<file path="src/rtl/i2c_byte_ctrl_if.sv">
// Byte-command and bit-controller signal bundle for i2c_byte_ctrl.
// Command handshake: a command transfers on a rising clk edge where
// cmd_valid and cmd_ready are both high; cmd_ready is only high while the
// sequencer is idle, and cmd_valid is ignored at every other time.
interface i2c_byte_ctrl_if;
  logic       cmd_valid;
  logic       cmd_ready;
  logic       cmd_start;
  logic       cmd_stop;
  logic       cmd_read;
  logic       cmd_nack;
  logic [7:0] tx_data;
  logic [7:0] rx_data;
  logic       ack_out;
  logic       done;
  logic       err;
  logic       busy;
  logic       bit_en;
  logic       bit_rw;
  logic       bit_w;
  logic       bit_start;
  logic       bit_stop;
  logic       bit_r;
  logic       bit_busy;

  // master: the byte sequencer itself
  modport master (
    input  cmd_valid, cmd_start, cmd_stop, cmd_read, cmd_nack, tx_data,
    input  bit_r, bit_busy,
    output cmd_ready, rx_data, ack_out, done, err, busy,
    output bit_en, bit_rw, bit_w, bit_start, bit_stop
  );

  // slave: command source plus bit-level controller
  modport slave (
    output cmd_valid, cmd_start, cmd_stop, cmd_read, cmd_nack, tx_data,
    output bit_r, bit_busy,
    input  cmd_ready, rx_data, ack_out, done, err, busy,
    input  bit_en, bit_rw, bit_w, bit_start, bit_stop
  );
endinterface

</file>
<file path="src/rtl/i2c_byte_ctrl.sv">
// Byte-level I2C master sequencer: turns one byte command into START /
// 8 data bits (MSB first) / ACK slot / STOP operations on the bit
// controller, with a watchdog on unresponsive bit operations.
module i2c_byte_ctrl #(
  parameter int unsigned TO_CYCLES = 1023
) (
  input  logic                 clk_i,
  input  logic                 rst_ni,
  i2c_byte_ctrl_if.master      bus,
  output logic [2:0]           dbg_state_o,
  output logic [1:0]           dbg_phase_o
);
  localparam int WDW = $clog2(TO_CYCLES + 1);
  localparam logic [WDW-1:0] WD_LAST = WDW'(TO_CYCLES - 1);

  typedef enum logic [2:0] {M_IDLE, M_START, M_DATA, M_ACK, M_STOP, M_DONE} main_e;
  // P_PEND waits for the bit controller to go idle; P_ISSUE is the single
  // cycle in which bit_en is high.
  typedef enum logic [1:0] {P_PEND, P_ISSUE, P_WAIT_HI, P_WAIT_LO} phase_e;

  main_e          state_q, state_d, launch_state;
  phase_e         phase_q, phase_d;
  logic [2:0]     cnt_q, cnt_d;
  logic [WDW-1:0] wd_q, wd_d;
  logic [7:0]     tx_q, tx_d, rx_sh_q, rx_sh_d, rx_data_q, rx_data_d;
  logic           read_q, read_d, nack_q, nack_d, stop_q, stop_d;
  logic           ack_sh_q, ack_sh_d, ack_out_q, ack_out_d;
  logic           cmd_ready_q, cmd_ready_d, busy_q, busy_d;
  logic           done_q, done_d, err_q, err_d;
  logic           bit_en_q, bit_en_d, bit_rw_q, bit_rw_d, bit_w_q, bit_w_d;
  logic           bit_start_q, bit_start_d, bit_stop_q, bit_stop_d;
  logic           issue, launch, abort;

  // State and registered outputs; reset returns everything to idle values.
  always_ff @(posedge clk_i or negedge rst_ni) begin
    if (!rst_ni) begin
      state_q     <= M_IDLE;
      phase_q     <= P_PEND;
      cnt_q       <= 3'd7;
      wd_q        <= '0;
      tx_q        <= 8'h00;
      rx_sh_q     <= 8'h00;
      rx_data_q   <= 8'h00;
      read_q      <= 1'b0;
      nack_q      <= 1'b0;
      stop_q      <= 1'b0;
      ack_sh_q    <= 1'b1;
      ack_out_q   <= 1'b1;
      cmd_ready_q <= 1'b0;
      busy_q      <= 1'b0;
      done_q      <= 1'b0;
      err_q       <= 1'b0;
      bit_en_q    <= 1'b0;
      bit_rw_q    <= 1'b0;
      bit_w_q     <= 1'b0;
      bit_start_q <= 1'b0;
      bit_stop_q  <= 1'b0;
    end else begin
      state_q     <= state_d;
      phase_q     <= phase_d;
      cnt_q       <= cnt_d;
      wd_q        <= wd_d;
      tx_q        <= tx_d;
      rx_sh_q     <= rx_sh_d;
      rx_data_q   <= rx_data_d;
      read_q      <= read_d;
      nack_q      <= nack_d;
      stop_q      <= stop_d;
      ack_sh_q    <= ack_sh_d;
      ack_out_q   <= ack_out_d;
      cmd_ready_q <= cmd_ready_d;
      busy_q      <= busy_d;
      done_q      <= done_d;
      err_q       <= err_d;
      bit_en_q    <= bit_en_d;
      bit_rw_q    <= bit_rw_d;
      bit_w_q     <= bit_w_d;
      bit_start_q <= bit_start_d;
      bit_stop_q  <= bit_stop_d;
    end
  end

  // Main sequence and sub-phase stepping. An op is launched one cycle
  // early (when the bit controller is seen idle) so bit_en is a register
  // yet appears in the very first cycle of the op.
  always_comb begin
    state_d      = state_q;
    phase_d      = phase_q;
    cnt_d        = cnt_q;
    wd_d         = '0;
    tx_d         = tx_q;
    read_d       = read_q;
    nack_d       = nack_q;
    stop_d       = stop_q;
    rx_sh_d      = rx_sh_q;
    ack_sh_d     = ack_sh_q;
    rx_data_d    = rx_data_q;
    ack_out_d    = ack_out_q;
    cmd_ready_d  = 1'b0;
    busy_d       = busy_q;
    done_d       = 1'b0;
    err_d        = 1'b0;
    issue        = 1'b0;
    launch       = 1'b0;
    abort        = 1'b0;
    launch_state = M_IDLE;
    unique case (state_q)
      M_IDLE: begin
        if (bus.cmd_valid && cmd_ready_q) begin
          tx_d         = bus.tx_data;
          read_d       = bus.cmd_read;
          nack_d       = bus.cmd_nack;
          stop_d       = bus.cmd_stop;
          cnt_d        = 3'd7;
          busy_d       = 1'b1;
          launch       = 1'b1;
          launch_state = bus.cmd_start ? M_START : M_DATA;
        end else begin
          cmd_ready_d = 1'b1;
        end
      end
      M_DONE: begin
        state_d     = M_IDLE;
        busy_d      = 1'b0;
        cmd_ready_d = 1'b1;
      end
      default: begin
        unique case (phase_q)
          P_PEND: begin
            if (!bus.bit_busy) begin
              phase_d = P_ISSUE;
              issue   = 1'b1;
            end
          end
          // The WAIT_HI budget starts counting at the issue cycle.
          P_ISSUE: begin
            phase_d = P_WAIT_HI;
            wd_d    = wd_q + WDW'(1);
          end
          P_WAIT_HI: begin
            if (bus.bit_busy) phase_d = P_WAIT_LO;
            else if (wd_q == WD_LAST) abort = 1'b1;
            else wd_d = wd_q + WDW'(1);
          end
          P_WAIT_LO: begin
            if (!bus.bit_busy) begin
              launch = 1'b1;
              unique case (state_q)
                M_START: launch_state = M_DATA;
                M_DATA: begin
                  if (read_q) rx_sh_d = {rx_sh_q[6:0], bus.bit_r};
                  if (cnt_q == 3'd0) begin
                    launch_state = M_ACK;
                  end else begin
                    launch_state = M_DATA;
                    cnt_d        = cnt_q - 3'd1;
                  end
                end
                M_ACK: begin
                  if (!read_q) ack_sh_d = bus.bit_r;
                  launch_state = stop_q ? M_STOP : M_DONE;
                end
                default: launch_state = M_DONE;
              endcase
            end else if (wd_q == WD_LAST) begin
              abort = 1'b1;
            end else begin
              wd_d = wd_q + WDW'(1);
            end
          end
        endcase
      end
    endcase
    // Watchdog abort: results are not committed and STOP is skipped.
    if (abort) begin
      state_d = M_DONE;
      phase_d = P_PEND;
      done_d  = 1'b1;
      err_d   = 1'b1;
    end
    if (launch) begin
      state_d = launch_state;
      if (launch_state == M_DONE) begin
        phase_d = P_PEND;
        done_d  = 1'b1;
        if (read_q) rx_data_d = rx_sh_d;
        else        ack_out_d = ack_sh_d;
      end else if (!bus.bit_busy) begin
        phase_d = P_ISSUE;
        issue   = 1'b1;
      end else begin
        phase_d = P_PEND;
      end
    end
  end

  // Bit-controller fields for the op being issued; all zero otherwise.
  always_comb begin
    bit_en_d    = issue;
    bit_rw_d    = 1'b0;
    bit_w_d     = 1'b0;
    bit_start_d = 1'b0;
    bit_stop_d  = 1'b0;
    if (issue) begin
      unique case (state_d)
        M_START: bit_start_d = 1'b1;
        M_STOP:  bit_stop_d  = 1'b1;
        M_DATA: begin
          bit_rw_d = !read_d;
          bit_w_d  = !read_d && tx_d[cnt_d];
        end
        M_ACK: begin
          bit_rw_d = read_d;
          bit_w_d  = read_d && nack_d;
        end
        default: ;
      endcase
    end
  end

  assign bus.cmd_ready = cmd_ready_q;
  assign bus.busy      = busy_q;
  assign bus.done      = done_q;
  assign bus.err       = err_q;
  assign bus.rx_data   = rx_data_q;
  assign bus.ack_out   = ack_out_q;
  assign bus.bit_en    = bit_en_q;
  assign bus.bit_rw    = bit_rw_q;
  assign bus.bit_w     = bit_w_q;
  assign bus.bit_start = bit_start_q;
  assign bus.bit_stop  = bit_stop_q;
  assign dbg_state_o   = state_q;
  assign dbg_phase_o   = phase_q;
endmodule

</file>
<file path="src/flat_wrapper.sv">
// flat-port wrapper written by rule: the top's interface ports become plain ports
module i2c_byte_ctrl_flat 
#(
  parameter int unsigned TO_CYCLES = 1023
)
  (clk_i, rst_ni, dbg_state_o, dbg_phase_o, bus_cmd_valid, bus_cmd_start, bus_cmd_stop, bus_cmd_read, bus_cmd_nack, bus_tx_data, bus_bit_r, bus_bit_busy, bus_cmd_ready, bus_rx_data, bus_ack_out, bus_done, bus_err, bus_busy, bus_bit_en, bus_bit_rw, bus_bit_w, bus_bit_start, bus_bit_stop);
  i2c_byte_ctrl_if bus_i ();
  input  logic clk_i;
  input  logic rst_ni;
  output logic [2:0] dbg_state_o;
  output logic [1:0] dbg_phase_o;
  input wire logic [$bits(bus_i.cmd_valid)-1:0] bus_cmd_valid;
  input wire logic [$bits(bus_i.cmd_start)-1:0] bus_cmd_start;
  input wire logic [$bits(bus_i.cmd_stop)-1:0] bus_cmd_stop;
  input wire logic [$bits(bus_i.cmd_read)-1:0] bus_cmd_read;
  input wire logic [$bits(bus_i.cmd_nack)-1:0] bus_cmd_nack;
  input wire logic [$bits(bus_i.tx_data)-1:0] bus_tx_data;
  input wire logic [$bits(bus_i.bit_r)-1:0] bus_bit_r;
  input wire logic [$bits(bus_i.bit_busy)-1:0] bus_bit_busy;
  output wire logic [$bits(bus_i.cmd_ready)-1:0] bus_cmd_ready;
  output wire logic [$bits(bus_i.rx_data)-1:0] bus_rx_data;
  output wire logic [$bits(bus_i.ack_out)-1:0] bus_ack_out;
  output wire logic [$bits(bus_i.done)-1:0] bus_done;
  output wire logic [$bits(bus_i.err)-1:0] bus_err;
  output wire logic [$bits(bus_i.busy)-1:0] bus_busy;
  output wire logic [$bits(bus_i.bit_en)-1:0] bus_bit_en;
  output wire logic [$bits(bus_i.bit_rw)-1:0] bus_bit_rw;
  output wire logic [$bits(bus_i.bit_w)-1:0] bus_bit_w;
  output wire logic [$bits(bus_i.bit_start)-1:0] bus_bit_start;
  output wire logic [$bits(bus_i.bit_stop)-1:0] bus_bit_stop;
  assign bus_i.cmd_valid = bus_cmd_valid;
  assign bus_i.cmd_start = bus_cmd_start;
  assign bus_i.cmd_stop = bus_cmd_stop;
  assign bus_i.cmd_read = bus_cmd_read;
  assign bus_i.cmd_nack = bus_cmd_nack;
  assign bus_i.tx_data = bus_tx_data;
  assign bus_i.bit_r = bus_bit_r;
  assign bus_i.bit_busy = bus_bit_busy;
  assign bus_cmd_ready = bus_i.cmd_ready;
  assign bus_rx_data = bus_i.rx_data;
  assign bus_ack_out = bus_i.ack_out;
  assign bus_done = bus_i.done;
  assign bus_err = bus_i.err;
  assign bus_busy = bus_i.busy;
  assign bus_bit_en = bus_i.bit_en;
  assign bus_bit_rw = bus_i.bit_rw;
  assign bus_bit_w = bus_i.bit_w;
  assign bus_bit_start = bus_i.bit_start;
  assign bus_bit_stop = bus_i.bit_stop;
  i2c_byte_ctrl #(.TO_CYCLES(TO_CYCLES)) u_core (.clk_i(clk_i), .rst_ni(rst_ni), .bus(bus_i), .dbg_state_o(dbg_state_o), .dbg_phase_o(dbg_phase_o));
endmodule
</file>
<file path="config.mk">
export PLATFORM = sky130hd
export DESIGN_NAME = i2c_byte_ctrl_flat
export DESIGN_NICKNAME = d
export VERILOG_FILES = /design/src/rtl/i2c_byte_ctrl_if.sv /design/src/rtl/i2c_byte_ctrl.sv /design/src/flat_wrapper.sv
export SDC_FILE = /design/constraint.sdc
export NUM_CORES = 1
export LEC_CHECK = 0
export BUFFER_PORTS_ARGS = -buffer_cell sky130_fd_sc_hd__buf_2
export CELL_PAD_IN_SITES_DETAIL_PLACEMENT = 1
export CELL_PAD_IN_SITES_GLOBAL_PLACEMENT = 1
export CORE_ASPECT_RATIO = 2
export CORE_MARGIN = 2
export CORE_UTILIZATION = 45
export CTS_CLUSTER_DIAMETER = 60
export DETAILED_ROUTE_END_ITERATION = 10
export PLACE_DENSITY = 0.86
export SYNTH_ARGS = -nofsm -noshare
export SYNTH_HDL_FRONTEND = slang
export SYNTH_SLANG_ARGS = --single-unit
</file>
<file path="constraint.sdc">
create_clock -name clk_i -period 3.78 [get_ports clk_i]
set_input_delay 0.756 -clock clk_i [delete_from_list [all_inputs] [get_ports clk_i]]
set_output_delay 0.756 -clock clk_i [all_outputs]
set_load 0.01 [all_outputs]
</file>
==> metrics.txt, run 1 <==
Final Wtd Congestion=0.855; Initial Utilization=0.458; Internal Power=0.00142 W; Setup crit start kind=register; chip height=between 100 and 150 µm; Setup Crit Path Kind=register to register; Seq cells post-synth=between 50 and 60; number of H-tree levels=2; clk sinks=56; sw frac=0.393; worst skew pair latency=~0.30 ns; relative slew slack=0.615; unrepaired setup endpoints after global routing=false; number of flops mapped to enable cells by yosys=0; top_reg_cell synth=dfrtp_1; vias in the first global route=2337; setup ws final=1.21 ns; crit path DAT=2.76 ns; Netlist cell types=55; area of the die=approximately 7000 µm²; iteration count of the initial detailed-routing pass=4; Switching Power=about 0.00092 W; Final ANT Viol Nets=0; Row Count=41; min Tclk post-route=2.57 ns; worst-path fanout max=10; Setup Buffers After CTS=0; area grow syn2layout=14.5%; gr ovfl total=0; first-pass GRT wire length=11.4 mm; io pins=40; Layout Nets=333; sequential area share after synthesis=0.491; initial antenna violation count=0; final WL=7.00 mm; yosys synthesis warning count=0; Synth Area per Inst=~11 µm²; die width=slightly above 60 µm; vias=2209; Max Buffers Root-to-Sink=2; Max Clk Rate=388 MHz; hold crit path type=input pin to async pin; pwr dens=just over 700 nW/µm²; worst vdd ir=0.608 mV; core area=6260 µm²; final setup vio count=0; Slew @ Worst Pin=0.578 ns; Final Hold Viols=0; max-slew violations=0; clock buffer count from CTS=5; largest net degree at the start of global routing=33; combinational share of power=0.385; layout cells sized above 1=0.291; clock power share=0.227; clk root buf=clkbuf_16; drt wl/cell=17.7 µm; Synth Instances=271; post-DP HPWL=approximately 5.3 mm; Total GRT Usage=0.220; MaxCap Viol Count=0; status=finished clean; # hold bufs at CTS=0; dpl ws=1.04 ns; clock-pin slew on the worst setup and hold paths=around 0.070 ns; setup_tns=0 ns; Mapped Area=2870 µm²; Residual DRC=0; Leakage Power=1.64 nW; # resized after CTS=0; sequential fraction of design power=0.388; clock skew=0.00669 ns; Via density=5.59; Mapped Nets=296; CTS tree=done; Port Buffers=39; asr flop ratio synth=1.00; final worst path period share=0.681; WP data required=3.97 ns; antenna cells=0; initial drt markers=97; Setup crit end kind=register
## cell type report
| cell class | instances | area [µm²] |
|---|---|---|
| inverters | 14 | 52.6 |
| multi-input cells | 190 | 1340 |
| clock inverters | 2 | 38.8 |
| repair buffers | 41 | 210 |
| flip-flops and latches | 56 | 1410 |
| fillers | 728 | 2970 |
| well taps | 86 | 108 |
| clock buffers | 6 | 129 |
## state kept, by name (all words and copies together), names as in the netlist
name / cells
u_core.bus.bit_rw: 1
u_core.rx_sh_q: 8
u_core.bus.bit_en: 1
u_core.bus.ack_out: 1
u_core.bus.cmd_ready: 1
u_core.stop_q: 1
u_core.read_q: 1
u_core.nack_q: 1
u_core.bus.busy: 1
u_core.wd_q: 10
u_core.bus.done: 1
u_core.tx_q: 8
u_core.bus.bit_stop: 1
u_core.dbg_phase_o: 2
u_core.bus.bit_start: 1
u_core.cnt_q: 3
u_core.bus.rx_data: 8
u_core.dbg_state_o: 3
u_core.ack_sh_q: 1
u_core.bus.err: 1
u_core.bus.bit_w: 1
## logic make-up (layout without fill, tap and decap cells)
logic type | Yosys count | count (layout) | share of synthesized area
flip-flops | 56 | 56 | 0.491
AO/OA/AOI/OAI | 45 | 45 | 0.116
adder cells (fa/ha/maj) | 8 | 8 | 0.0349
buffers and inverters | 25 | 63 | 0.0445
AND/OR/NAND/NOR | 106 | 106 | 0.202
multiplexers | 21 | 21 | 0.0811
XOR/XNOR | 10 | 10 | 0.0305
## power groups by stage
| stage | clock network [W] | logic (W) | registers (W) |
|---|---|---|---|
| finish | 0.000531 | 0.000899 | 0.000907 |
| global route | 0.000557 | 0.000995 | 0.000930 |
| CTS | 0.000541 | 0.000901 | 0.000908 |
| detailed placement | 0 | 0.000889 | 0.000919 |
| global placement | 0 | 0.000854 | 0.000910 |
| floorplan | 0 | 0.000667 | 0.000869 |
## through the flow
| step | utilization | hold slack (ns) | power, W | area, µm² | instances |
|---|---|---|---|---|---|
| 2_1_floorplan | - | 0.441 | 0.00154 | 2870 | 271 |
| 3_3_place_gp | 0.498 | 0.466 | 0.00176 | 3120 | 387 |
| 3_5_place_dp | 0.498 | 0.484 | 0.00181 | 3120 | 387 |
| 4_1_cts | 0.525 | 0.462 | 0.00235 | 3280 | 395 |
| 5_1_grt | 0.525 | 0.487 | 0.00248 | 3280 | 395 |
| 6_report | 0.525 | 0.446 | 0.00234 | 3280 | 395 |
## cells in the mapped netlist (all sizes together), types with 3 or more instances
master / n / area share
o31ai: 4 / 0.010
nor2: 25 / 0.035
inv: 14 / 0.018
ha: 8 / 0.035
nor3: 9 / 0.020
nand3: 12 / 0.023
nand2b: 4 / 0.0087
xnor2: 4 / 0.012
clkbuf: 3 / 0.0039
buf: 8 / 0.022
nand2: 37 / 0.048
dfstp: 5 / 0.046
mux2: 18 / 0.071
nand4b: 3 / 0.014
o211ai: 3 / 0.0078
nand4: 3 / 0.0065
and4: 3 / 0.0092
mux2i: 3 / 0.010
xor2: 6 / 0.018
a21oi: 12 / 0.025
or3: 3 / 0.0083
o21ai: 9 / 0.017
dfrtp: 51 / 0.44
## worst paths after layout
kind	start	cells after the start	slack [ns]	end
worst max register to register	u_core.cnt_q[0]$_DFF_PN1_	9	1.21	u_core.bus.bit_w$_DFF_PN0_
worst min-delay path	rst_ni	1	0.45	u_core.tx_q[2]$_DFF_PN0_
min in group clk_i	u_core.nack_q$_DFF_PN0_	2	0.50	u_core.nack_q$_DFF_PN0_
max in group asynchronous	rst_ni	2	2.49	u_core.bus.ack_out$_DFFE_PN1P_
worst max-delay path	u_core.cnt_q[0]$_DFF_PN1_	9	1.21	u_core.bus.bit_w$_DFF_PN0_
worst min register to register	u_core.nack_q$_DFF_PN0_	2	0.50	u_core.nack_q$_DFF_PN0_
## routing by layer
layer / routed length, µm / track usage / vias up
li1: - / - / 1021
met1: 2450 / 0.222 / 1119
met2: 4000 / 0.403 / 45
met3: 240 / 0.0440 / 24
met4: 306 / 0.125 / 0
met5: 0 / 0 / -
## worst max-delay path, stage by stage (launching register included)
cell,delay [ns]
dfstp_2,0.63
inv_1,0.19
ha_1,0.26
nand2b_1,0.16
and3_1,0.39
o31a_1,0.21
a311oi_1,0.05
a22o_1,0.27
o221ai_2,0.18
o22ai_2,0.10
## cells in the final DEF, fill, tap and decap left out, types with 2 or more instances in the layout
master     Yosys  final
nand3_1       11     11
nor2_1        24     24
nand2_1       37     37
mux2_2        18     18
nand2b_1       4      4
or3_1          2      2
nand4_1        3      3
a21oi_2        3      3
mux2i_1        3      3
o21ai_0        7      7
buf_4          2      2
nor3_1         8      7
a21oi_1        9      9
nand4b_1       2      2
dfstp_2        5      5
xnor2_1        4      4
clkbuf_16      0      5
ha_1           8      8
dfrtp_1       51     51
o211ai_1       3      3
a21o_1         2      2
o31ai_1        4      4
buf_2          3     39
nor3b_2        2      2
and4_1         3      3
inv_1         14     14
xor2_1         6      6
No activity file was read; power rests on OpenSTA's default activity.
==> run 2: changes to the inputs <==
- clock period: 3.78 -> 2.6 ns (I/O delays scaled with it)
==> run 2 against run 1 <==
Net effect:
- via count did not move
- clock power rose by 32%
- fmax rose by 6.4%
- sequential share of layout area fell by 0.60 points
- register-to-register slack got worse by 1.0 ns
- hold slack got worse by 0.29 ns
- flip-flop and latch count did not move
- non-clock buffer count rose by 8
- final area rose by 1.4%
- cell count rose by 2.0%
- die area did not move
- largest cell class unchanged
==> metrics.txt, run 2 (synthesis gave the netlist of run 1 again) <==
clock skew=0.00575 ns; clock-pin slew on the worst setup and hold paths=0.07 ns; Initial Utilization=0.458; Max Buffers Root-to-Sink=2; WP data required=2.79 ns; hold crit path type=input pin to async pin; worst skew pair latency=0.31 ns; largest net degree at the start of global routing=23; status=finished clean; Port Buffers=39; relative slew slack=0.636; Filler Cell Count=about 720; Final ANT Viol Nets=0; pwr dens=1010 nW/µm²; number of flip-flops in the largest register=10; # hold bufs at CTS=0; number of H-tree levels=2; Setup Crit Path Kind=register to register; die width=60.5 µm; dpl ws=between 0.15 and 0.2 ns; sequential fraction of design power=0.384; final worst path period share=0.930; final setup vio count=0; final WL=7.55 mm; Internal Power=0.00200 W; most common cell after layout, fill and taps aside=dfrtp_1; crit path DAT=~2.6 ns; CTS tree=done; gr ovfl total=0; layout cells sized above 1=0.315; Setup crit end kind=register; vias=2209; worst vdd ir=0.576 mV; Layout Nets=341; MaxCap Viol Count=0; drt wl/cell=18.7 µm; Via density=approximately 5.5; setup_tns=0 ns; io pins=40; setup ws final=0.181 ns; Residual DRC=0; Final Wtd Congestion=0.877; worst-path fanout max=5; first-pass GRT wire length=between 10 and 15 mm; clock buffer count from CTS=5; Setup crit start kind=register; clock power share=0.208; vias in the first global route=2414; area of the die=just over 7000 µm²; Final Hold Viols=0; initial antenna violation count=0; chip height=117 µm; post-DP HPWL=5.68 mm; iteration count of the initial detailed-routing pass=4; sw frac=0.405; core area=between 6000 and 7000 µm²; Slew @ Worst Pin=0.541 ns; Row Count=41; Leakage Power=roughly 1.7 nW; most frequent cells in the layout=51 x dfrtp_1, 39 x buf_2, 37 x nand2_1; Switching Power=roughly 0.0014 W; Top reg by flops=u_core.wd_q; Max Clk Rate=approximately 410 MHz; clk root buf=clkbuf_16; initial drt markers=51; clk sinks=56; antenna cells=0; Total GRT Usage=0.241; combinational share of power=0.408; area grow syn2layout=16.1%; min Tclk post-route=2.42 ns; max-slew violations=0; unrepaired setup endpoints after global routing=false; Final Core Density=0.532
## run 2: through the flow
step / power, W / cell area [µm²] / instances / hold slack [ns]
3_5_place_dp: 0.00267 / 3180 / 395 / 0.476
6_report: 0.00337 / 3330 / 403 / 0.152
2_1_floorplan: 0.00223 / 2870 / 271 / 0.224
3_3_place_gp: 0.00261 / 3180 / 395 / 0.470
5_1_grt: 0.00360 / 3330 / 403 / 0.182
4_1_cts: 0.00340 / 3330 / 403 / 0.156
## run 2: layout make-up
cell class / count / area, µm² / area share
Multi-Input combinational cell: 190 / 1340 / 0.402
Clock buffer: 5 / 125 / 0.0376
Clock inverter: 3 / 27.5 / 0.00826
Timing Repair Buffer: 49 / 270 / 0.0811
Sequential cell: 56 / 1410 / 0.423
Tap cell: 86 / 108 / 0.0323
Inverter: 14 / 52.6 / 0.0158
## run 2: final timing paths
path / slack (ns) / end / cells after the start / startpoint
worst max-delay path: 0.18 / u_core.bus.bit_w$_DFF_PN0_ / 8 / u_core.dbg_phase_o[1]$_DFFE_PN0P_
worst min-delay path: 0.15 / u_core.dbg_phase_o[1]$_DFFE_PN0P_ / 1 / rst_ni
worst max register to register: 0.18 / u_core.bus.bit_w$_DFF_PN0_ / 8 / u_core.dbg_phase_o[1]$_DFFE_PN0P_
worst min register to register: 0.49 / u_core.tx_q[7]$_DFF_PN0_ / 2 / u_core.tx_q[7]$_DFF_PN0_
max in group asynchronous: 1.74 / u_core.ack_sh_q$_DFF_PN1_ / 2 / rst_ni
min in group clk_i: 0.40 / u_core.tx_q[6]$_DFF_PN0_ / 3 / bus_tx_data[6]
## run 2: layer usage
layer  global-route usage  vias to the layer above  share of wire
met5                    0                        -              0
met4                0.126                        0          0.036
met3               0.0429                       14          0.030
met2                0.435                       42           0.58
met1                0.256                     1123           0.35
li1                     -                     1030              -
## run 2: power groups by stage
stage	clock, W	sequential [W]	combinational, W
2_1_floorplan	0	0.00126	0.000970
3_3_place_gp	0	0.00130	0.00131
3_5_place_dp	0	0.00131	0.00136
4_1_cts	0.000719	0.00129	0.00138
5_1_grt	0.000739	0.00132	0.00153
6_report	0.000700	0.00129	0.00138
## run 2: critical path, cell delays in order (launching register included)
cell      delay [ns]
dfrtp_1         0.43
ha_1            0.29
nor4b_4         0.27
buf_4           0.19
nand3_1         0.10
o31ai_1         0.47
a21bo_1         0.29
o221ai_2        0.16
o22ai_2         0.10
## run 2: timing repair
action,4_1_cts,5_1_grt
setup endpoints to repair,0,1
resized for setup,0,1
setup buffers,0,0
==> run 3: changes to the inputs <==
- clock period: 2.6 -> 2.3 ns (I/O delays scaled with it)
==> run 3 against run 2 <==
Net effect:
- first-iteration DRC count up 71%
- total power grew 17%
- fmax rose by 8.9%
- global-route usage fell by 2.5 points
- sequential power rose by 12%
- flip-flop and latch count did not move
- wire length shrank 5.5%
- critical path depth up 1
- cell count up 2.7%
- non-clock buffer count grew 11
- count of clock-buffer cells in the layout did not move
==> metrics.txt, run 3 (synthesis gave the netlist of run 1 again) <==
Setup Crit Path Kind=register to register; Final Wtd Congestion=0.919; worst skew pair latency=0.30 ns; post-DP HPWL=5.45 mm; final cell count without fillers=414; io pins=40; gr ovfl total=0; number of flip-flops in the largest register=10; clock power share=0.204; Port Buffers=39; first-pass GRT wire length=11.5 mm; relative slew slack=0.613; Top reg by flops=u_core.wd_q; CTS tree=done; most frequent cells in the layout=51 x dfrtp_1, 39 x buf_2, 37 x nand2_1; hold crit path type=input pin to async pin; Setup crit start kind=register; Total GRT Usage=0.216; WP data required=2.49 ns; setup ws final=0.0787 ns; max-slew violations=0; vias=2270; R2R setup slack=0.08 ns; number of H-tree levels=2; Crit Reg-Reg Startpoint=u_core.dbg_phase_o[1]$_DFFE_PN0P_; initial antenna violation count=0; core area=6260 µm²; Row Count=41; largest net degree at the start of global routing=34; crit path DAT=approximately 2.4 ns; Filler Cell Count=between 700 and 800; pwr dens=roughly 1100 nW/µm²; clk sinks=56; Final ANT Viol Nets=0; Residual DRC=0; Setup crit end kind=register; sequential fraction of design power=0.366; layout cells sized above 1=0.357; Final Hold Viols=0; combinational share of power=0.431; min Tclk post-route=2.22 ns; Leakage Power=1.74 nW; die width=60.5 µm; MaxCap Viol Count=0; chip height=117 µm; Switching Power=0.00159 W; Max Clk Rate=450 MHz; Max Buffers Root-to-Sink=2; worst vdd ir=0.624 mV; placed cell count=403; Slew @ Worst Pin=0.581 ns; worst-path fanout max=5; dpl ws=-0.0540 ns; area grow syn2layout=21.7%; clock skew=0.00714 ns; # hold bufs at CTS=0; post-route total power=0.00394 W; unrepaired setup endpoints after global routing=true; Via density=about 5.5; final setup vio count=0; final WL=7.14 mm; Layout Nets=352; Internal Power=0.00235 W; most common cell after layout, fill and taps aside=dfrtp_1; antenna cells=0; clock-pin slew on the worst setup and hold paths=~0.070 ns; initial drt markers=a little under 90; vias in the first global route=2428; clock buffer count from CTS=5; iteration count of the initial detailed-routing pass=4; clk root buf=clkbuf_16; Worst Setup SP=u_core.dbg_phase_o[1]$_DFFE_PN0P_; sw frac=0.403; status=finished clean; area of the die=approximately 7000 µm²; drt wl/cell=17.2 µm; Initial Utilization=0.458; final worst path period share=0.966
## run 3: final cells by class
type | instances | area (µm²) | share of cell area
multi-input cells | 190 | 1400 | 0.402
flip-flops and latches | 56 | 1410 | 0.403
inverters | 14 | 52.6 | 0.0151
clock inverters | 3 | 28.8 | 0.00824
clock buffers | 5 | 125 | 0.0358
well taps | 86 | 108 | 0.0308
repair buffers | 60 | 365 | 0.105
## run 3: power by group through the flow
stage | logic [W] | registers (W) | clock network, W
2_1_floorplan | 0.00110 | 0.00143 | 0
3_3_place_gp | 0.00156 | 0.00143 | 0
3_5_place_dp | 0.00163 | 0.00144 | 0
4_1_cts | 0.00164 | 0.00142 | 0.000818
5_1_grt | 0.00189 | 0.00147 | 0.000848
6_report | 0.00170 | 0.00144 | 0.000802
## run 3: metal layers
| layer | routed length [µm] | up-vias | GRT usage |
|---|---|---|---|
| met4 | 184 | 0 | 0.0971 |
| met5 | 0 | - | 0 |
| li1 | - | 1060 | - |
| met2 | 4100 | 43 | 0.412 |
| met1 | 2680 | 1151 | 0.222 |
| met3 | 173 | 16 | 0.0308 |
## run 3: final timing paths
check | endpoint | depth (start not counted)
worst max-delay path | u_core.bus.bit_w$_DFF_PN0_ | 9
worst min-delay path | u_core.tx_q[2]$_DFF_PN0_ | 1
worst max register to register | u_core.bus.bit_w$_DFF_PN0_ | 9
worst min register to register | u_core.tx_q[6]$_DFF_PN0_ | 2
max in group asynchronous | u_core.ack_sh_q$_DFF_PN1_ | 2
min in group clk_i | u_core.tx_q[6]$_DFF_PN0_ | 3
## run 3: worst max-delay path: stages, from the launching register on
cell      delay (ns)
dfrtp_1         0.36
ha_2            0.22
nor4b_4         0.31
buf_4           0.20
nand3_4         0.11
o32ai_4         0.32
nor3b_2         0.08
a22o_1          0.23
o221ai_2        0.20
o22ai_2         0.08
## run 3: what timing repair did
item	CTS	global route
setup buffers	0	3
setup endpoints to repair	1	2
hold endpoints to repair	0	0
gates resized for setup	2	9
pin swaps	0	7
cloned	0	0
## run 3: per-stage QoR
step           hold WS, ns  instance area [µm²]  TNS, ns  utilization
4_1_cts              0.180                 3410        0        0.545
6_report             0.158                 3490        0        0.558
2_1_floorplan        0.164                 2870        0            -
3_3_place_gp         0.467                 3250        0        0.519
3_5_place_dp         0.484                 3250  -0.0540        0.519
5_1_grt              0.201                 3490  -0.0661        0.558
